==> src/rtl/rv32_ctrl_pkg.sv <==
// Shared opcode constants, alu_op encodings and the decoded control bundle
// for the RV32 decode/control stage.
package rv32_ctrl_pkg;

   localparam logic [6:0] OP_R      = 7'b0110011;
   localparam logic [6:0] OP_I_ALU  = 7'b0010011;
   localparam logic [6:0] OP_LOAD   = 7'b0000011;
   localparam logic [6:0] OP_STORE  = 7'b0100011;
   localparam logic [6:0] OP_BRANCH = 7'b1100011;
   localparam logic [6:0] OP_LUI    = 7'b0110111;
   localparam logic [6:0] OP_JAL    = 7'b1101111;
   localparam logic [6:0] OP_JALR   = 7'b1100111;
   localparam logic [6:0] OP_AUIPC  = 7'b0010111;

   localparam logic [6:0] F7_BASE   = 7'b0000000;
   localparam logic [6:0] F7_ALT    = 7'b0100000;
   localparam logic [6:0] F7_MULDIV = 7'b0000001;

   typedef enum logic [1:0] {
      ALU_ADD    = 2'b00,
      ALU_BRANCH = 2'b01,
      ALU_FUNCT  = 2'b10,
      ALU_LUI    = 2'b11
   } alu_op_e;

   typedef enum logic {
      MD_IDLE = 1'b0,
      MD_BUSY = 1'b1
   } md_state_e;

   typedef struct packed {
      logic       reg_write;
      logic       alu_src;
      logic       mem_read;
      logic       mem_write;
      logic       branch;
      logic       jump;
      logic       jump_r;
      logic       mem_to_reg;
      logic       auipc;
      alu_op_e    alu_op;
      logic       md_valid;
      logic [2:0] md_op;
      logic       illegal;
   } ctrl_t;

   localparam ctrl_t CTRL_NOP = '0;

endpackage

==> src/rtl/rv32_ctrl_decode.sv <==
// Combinational RV32I(+M) control decoder: instruction word -> control bundle.
// M-extension decode is present only when RV32M_EN is defined.
module rv32_ctrl_decode
   import rv32_ctrl_pkg::*;
(
   input  logic [31:0] instr,
   output ctrl_t       ctrl
);

   logic [6:0] opcode;
   logic [2:0] funct3;
   logic [6:0] funct7;

   assign opcode = instr[6:0];
   assign funct3 = instr[14:12];
   assign funct7 = instr[31:25];

   // Register and immediate fields are consumed downstream, not here.
`ifdef RV32M_EN
   logic unused_fields;
   assign unused_fields = ^{instr[24:15], instr[11:7]};
`else
   logic unused_fields;
   assign unused_fields = ^{instr[24:15], instr[11:7], funct3};
`endif

   always_comb begin
      // NOTE: the default assignment up front covers every path, so no latch is inferred.
      ctrl = CTRL_NOP;
      case (opcode)
         OP_R: begin
            if (funct7 == F7_BASE || funct7 == F7_ALT) begin
               ctrl.reg_write = 1'b1;
               ctrl.alu_op    = ALU_FUNCT;
            end
`ifdef RV32M_EN
            else if (funct7 == F7_MULDIV) begin
               ctrl.reg_write = 1'b1;
               ctrl.alu_op    = ALU_FUNCT;
               ctrl.md_valid  = 1'b1;
               ctrl.md_op     = funct3;
            end
`endif
            else begin
               ctrl.illegal = 1'b1;
            end
         end
         OP_I_ALU: begin
            ctrl.reg_write = 1'b1;
            ctrl.alu_src   = 1'b1;
         end
         OP_LOAD: begin
            ctrl.reg_write  = 1'b1;
            ctrl.alu_src    = 1'b1;
            ctrl.mem_read   = 1'b1;
            ctrl.mem_to_reg = 1'b1;
         end
         OP_STORE: begin
            ctrl.alu_src   = 1'b1;
            ctrl.mem_write = 1'b1;
         end
         OP_BRANCH: begin
            ctrl.branch = 1'b1;
            ctrl.alu_op = ALU_BRANCH;
         end
         OP_LUI: begin
            ctrl.reg_write = 1'b1;
            ctrl.alu_src   = 1'b1;
            ctrl.alu_op    = ALU_LUI;
         end
         OP_JAL: begin
            ctrl.reg_write = 1'b1;
            ctrl.jump      = 1'b1;
            ctrl.alu_src   = 1'b1;
         end
         OP_JALR: begin
            ctrl.reg_write = 1'b1;
            ctrl.jump_r    = 1'b1;
            ctrl.alu_src   = 1'b1;
         end
         OP_AUIPC: begin
            ctrl.reg_write = 1'b1;
            ctrl.auipc     = 1'b1;
            ctrl.alu_src   = 1'b1;
         end
         default: ctrl.illegal = 1'b1;
      endcase
   end

endmodule

==> src/rtl/decode_ctrl_stage.sv <==
// Decode/control pipeline stage: one-entry bundle register with valid/ready
// handshake, flush, and a MUL/DIV occupancy counter (enabled by RV32M_EN).
module decode_ctrl_stage
   import rv32_ctrl_pkg::*;
#(
   parameter int unsigned MUL_LAT = 2,
   parameter int unsigned DIV_LAT = 32
) (
   input  logic        clk,
   input  logic        rst_n,
   input  logic        flush,
   input  logic        in_valid,
   output logic        in_ready,
   input  logic [31:0] instr,
   output logic        out_valid,
   input  logic        out_ready,
   output logic        reg_write,
   output logic        alu_src,
   output logic        mem_read,
   output logic        mem_write,
   output logic        branch,
   output logic        jump,
   output logic        jump_r,
   output logic        mem_to_reg,
   output logic        auipc,
   output logic [1:0]  alu_op,
   output logic        md_valid,
   output logic [2:0]  md_op,
   output logic        illegal,
   output logic        md_busy
);

   ctrl_t dec_ctrl;
   ctrl_t ctrl_q;
   logic  full;
   logic  accept;
   logic  xfer;

   rv32_ctrl_decode u_decode (
      .instr (instr),
      .ctrl  (dec_ctrl)
   );

   // Flush wins over a pending output transfer: nothing leaves on a flush cycle.
   assign xfer     = out_valid && out_ready && !flush;
   assign in_ready = !flush && (!full || (out_valid && out_ready));
   assign accept   = in_valid && in_ready;

   always_ff @(posedge clk or negedge rst_n) begin
      // NOTE: the bundle register is reset too, so every output reads 0 while rst_n is low.
      if (!rst_n) begin
         full   <= 1'b0;
         ctrl_q <= CTRL_NOP;
      end else if (flush) begin
         full <= 1'b0;
      end else if (accept) begin
         // NOTE: non-blocking assignments keep all flops sampling pre-edge values.
         full   <= 1'b1;
         ctrl_q <= dec_ctrl;
      end else if (xfer) begin
         full <= 1'b0;
      end
   end

   assign reg_write  = ctrl_q.reg_write;
   assign alu_src    = ctrl_q.alu_src;
   assign mem_read   = ctrl_q.mem_read;
   assign mem_write  = ctrl_q.mem_write;
   assign branch     = ctrl_q.branch;
   assign jump       = ctrl_q.jump;
   assign jump_r     = ctrl_q.jump_r;
   assign mem_to_reg = ctrl_q.mem_to_reg;
   assign auipc      = ctrl_q.auipc;
   assign alu_op     = ctrl_q.alu_op;
   assign illegal    = ctrl_q.illegal;

`ifdef RV32M_EN
   md_state_e  md_state;
   logic [7:0] count;
   logic       busy_q;

   assign md_valid  = ctrl_q.md_valid;
   assign md_op     = ctrl_q.md_op;
   assign md_busy   = busy_q;
   // An M bundle may only leave once the unit has drained.
   assign out_valid = full && !(ctrl_q.md_valid && busy_q);

   // busy_q mirrors (count != 0) as a registered flag.
   always_ff @(posedge clk or negedge rst_n) begin
      if (!rst_n) begin
         md_state <= MD_IDLE;
         count    <= 8'd0;
         busy_q   <= 1'b0;
      end else if (xfer && ctrl_q.md_valid) begin
         md_state <= MD_BUSY;
         count    <= ctrl_q.md_op[2] ? 8'(DIV_LAT) : 8'(MUL_LAT);
         busy_q   <= 1'b1;
      end else if (md_state == MD_BUSY) begin
         count <= count - 8'd1;
         if (count == 8'd1) begin
            md_state <= MD_IDLE;
            busy_q   <= 1'b0;
         end
      end
   end
`else
   logic unused_cfg;
   assign unused_cfg = ^{ctrl_q.md_valid, ctrl_q.md_op, 8'(MUL_LAT), 8'(DIV_LAT)};

   assign md_valid  = 1'b0;
   assign md_op     = 3'b000;
   assign md_busy   = 1'b0;
   assign out_valid = full;
`endif

endmodule

==> config.mk <==
export PLATFORM = sky130hd
export DESIGN_NAME = decode_ctrl_stage
export DESIGN_NICKNAME = d
export VERILOG_FILES = /design/src/rtl/rv32_ctrl_pkg.sv /design/src/rtl/rv32_ctrl_decode.sv /design/src/rtl/decode_ctrl_stage.sv
export SDC_FILE = /design/constraint.sdc
export NUM_CORES = 1
export LEC_CHECK = 0
export CAP_MARGIN = 30
export CORE_MARGIN = 2
export CORE_UTILIZATION = 37
export DETAILED_ROUTE_END_ITERATION = 10
export HOLD_SLACK_MARGIN = 0.1
export PLACE_DENSITY = 0.87
export SLEW_MARGIN = 5
export SYNTH_ARGS = -nofsm -noshare
export SYNTH_HDL_FRONTEND = slang
export SYNTH_HIERARCHICAL = 1
export SYNTH_SLANG_ARGS = --single-unit
==> constraint.sdc <==
create_clock -name clk -period 3.1 [get_ports clk]
set_clock_uncertainty 0.2 [all_clocks]
set_input_delay 0.775 -clock clk [delete_from_list [all_inputs] [get_ports clk]]
set_output_delay 0.775 -clock clk [all_outputs]
set_load 0.01 [all_outputs]
==> results by group <==
Critical path
  • Kind of critical path: in2out
  • CP top delay family: buffers and inverters
  • R2R depth: 3
  • CP max-delay cell: clkdlybuf4s50_1
  • Crit. End Element: primary output
  • Critical path required time: between 2000 and 2500 ps
  • WP buf/inv: 2
  • Reg-to-Reg End: mem_read
  • Delay of the slowest critical-path stage: between 500 and 600 ps
  • Critical Path AT: between 1500 and 2000 ps
  • CP Max Fanout: 3
  • R2r setup slk: 1350 ps
  • Crit-path cells: clkdlybuf4s50_1 -> nor2b_4 -> nor2_1 -> clkdlybuf4s50_1
  • Reg2reg start: out_valid
  • Startpoint types: input pin
  • Crit path top cell by count: clkdlybuf4s50_1

Placement
  • Place WS: around 170 ps
  • Port bufs: 31
  • Final GP Congestion: roughly 0.7
  • HPWL after DPL: about 1300 um
  • Placed cell areas: 1060 um2

Timing
  • Final Hold Vio Count: 0
  • Unrepaired setup endpoints after global routing: false
  • Fmax: roughly 0.34 GHz
  • Worst slew pin tran: 580 ps
  • Final WS setup: 166 ps
  • Fin. max-slew vios: 0
  • Setup-failing EPs final: 0
  • Period utilisation layout: about 95%
  • Slew headroom: 61.3%
  • Final Critical Period: ~2900 ps
  • Setup TNS: 0 ps

Clock network
  • Cts hold-fix bufs: 0
  • Clock sink count: 13
  • Post-CTS sizing: 0
  • Worst-path clk slew: 80 ps
  • Root Driver: clkbuf_4
  • Clock Path Buffers: 2
  • CTS tree: yes
  • Post-CTS Setup Inserts: 0
  • Clk Latency, worst-skew pair: 270 ps
  • H-tree Lvls: 1
  • Total CTS buffers: 3

Synthesis
  • Synthesized area: between 700 and 800 um2
  • Ys Warns: 6
  • Mapped Cells: 66
  • Post-Syn Area per Cell: 11.7 um2

Global routing
  • Global-route wire length before repair: between 2000 and 3000 um
  • Largest net degree at the start of global routing: 14
  • Initial antenna violation count: 0
  • Total grt overflow: 0
  • Vias in the first global route: ~600
  • Tot GR Track Use: 14.2%

Floorplan
  • Die Wd: 49.6 um
  • Die Height: between 40 and 50 um
  • I/O pins: between 50 and 60
  • Initial Util: between 30% and 40%
  • Die ar.: between 2000 and 2500 um2
  • Row cnt: 16
  • Core area: approximately 2000 um2

Power and ir drop
  • Pleak: between 0.4 and 0.5 nW
  • P per Cell Area: 322 nW/um2
  • Maximum vdd ir drop: between 0.3 and 0.4 mV

Finish
  • Design Area, Final: around 1100 um2
  • Core Util, Final: between 50% and 60%
  • Layout cell share with drive strength beyond 1: ~20%
  • Commonest non-fill, non-tap cells in the layout: clkdlybuf4s50_1 (31), dfrtp_1 (13), mux2_2 (12)
  • Fin nets: about 140
  • Diodes inserted: 0
  • Layout fillers: between 150 and 200
  • Max reg flops: 2
  • Layout Area Growth over Synthesis: 41.2%
  • Commonest non-fill, non-tap cell in the layout: clkdlybuf4s50_1

Routing
  • Met3 wire len: around 170 um
  • Via density: ~4.8
  • Pre-antenna DRT Iters: 2
  • DR DRC count: 0
  • Starting DRT DRC Count: 1
  • M1 WL: 663 um
  • Metal2 WL: between 800 and 900 um
  • DR vias: 600
  • Final wirelength: approximately 1700 um
  • Antenna-violating nets left: 0
  • Uppermost layer routed: met4
  • Detailed-route wire length per cell: approximately 14 um

Flow run
  • Max-cap violations: 0

Min path
  • Worst hold path class: reg2reg
  • Worst hold endpoint: mem_to_reg
  • Hold Path Cell Cnt: 1
  • Min-delay src: mem_to_reg

Outcome
  • Outcome: complete, no violations
[routing by layer]
layer,up-vias,GRT usage [%]
met4,0,8.33
met2,24,24.2
li1,290,-
met3,4,4.55
met1,282,15.1
met5,-,0
[per-stage QoR]
stage / total power [W] / std cells / hold WS (ps)
floorplan: 0.000215 / 70 / 279
global placement: 0.000251 / 120 / 292
detailed placement: 0.000253 / 120 / 296
CTS: 0.000355 / 124 / 313
global route: 0.000366 / 124 / 336
finish: 0.000350 / 124 / 313
[worst max path at each step]
| stage | startpoint | to | cells past startpoint |
|---|---|---|---|
| 5_1_grt | out_ready | in_ready | 4 |
| 6_report | out_ready | in_ready | 4 |
| 4_1_cts | out_ready | in_ready | 4 |
| 2_1_floorplan | instr[2] | illegal | 5 |
| 3_5_place_dp | out_ready | in_ready | 4 |
| 3_3_place_gp | out_ready | in_ready | 4 |
[layout make-up]
type,instances,area [um2],share of cell area (%)
repair buffers,31,310,28.5
well taps,27,33.8,3.10
multi-input cells,49,393,36.1
clock buffers,4,26.3,2.41
flip-flops and latches,13,325,29.9
[power by group]
group          internal [W]  switching, W
Clock             0.0000498     0.0000510
Combinational     0.0000414     0.0000320
Sequential         0.000174    0.00000211
No activity file was read; power rests on OpenSTA's default activity.
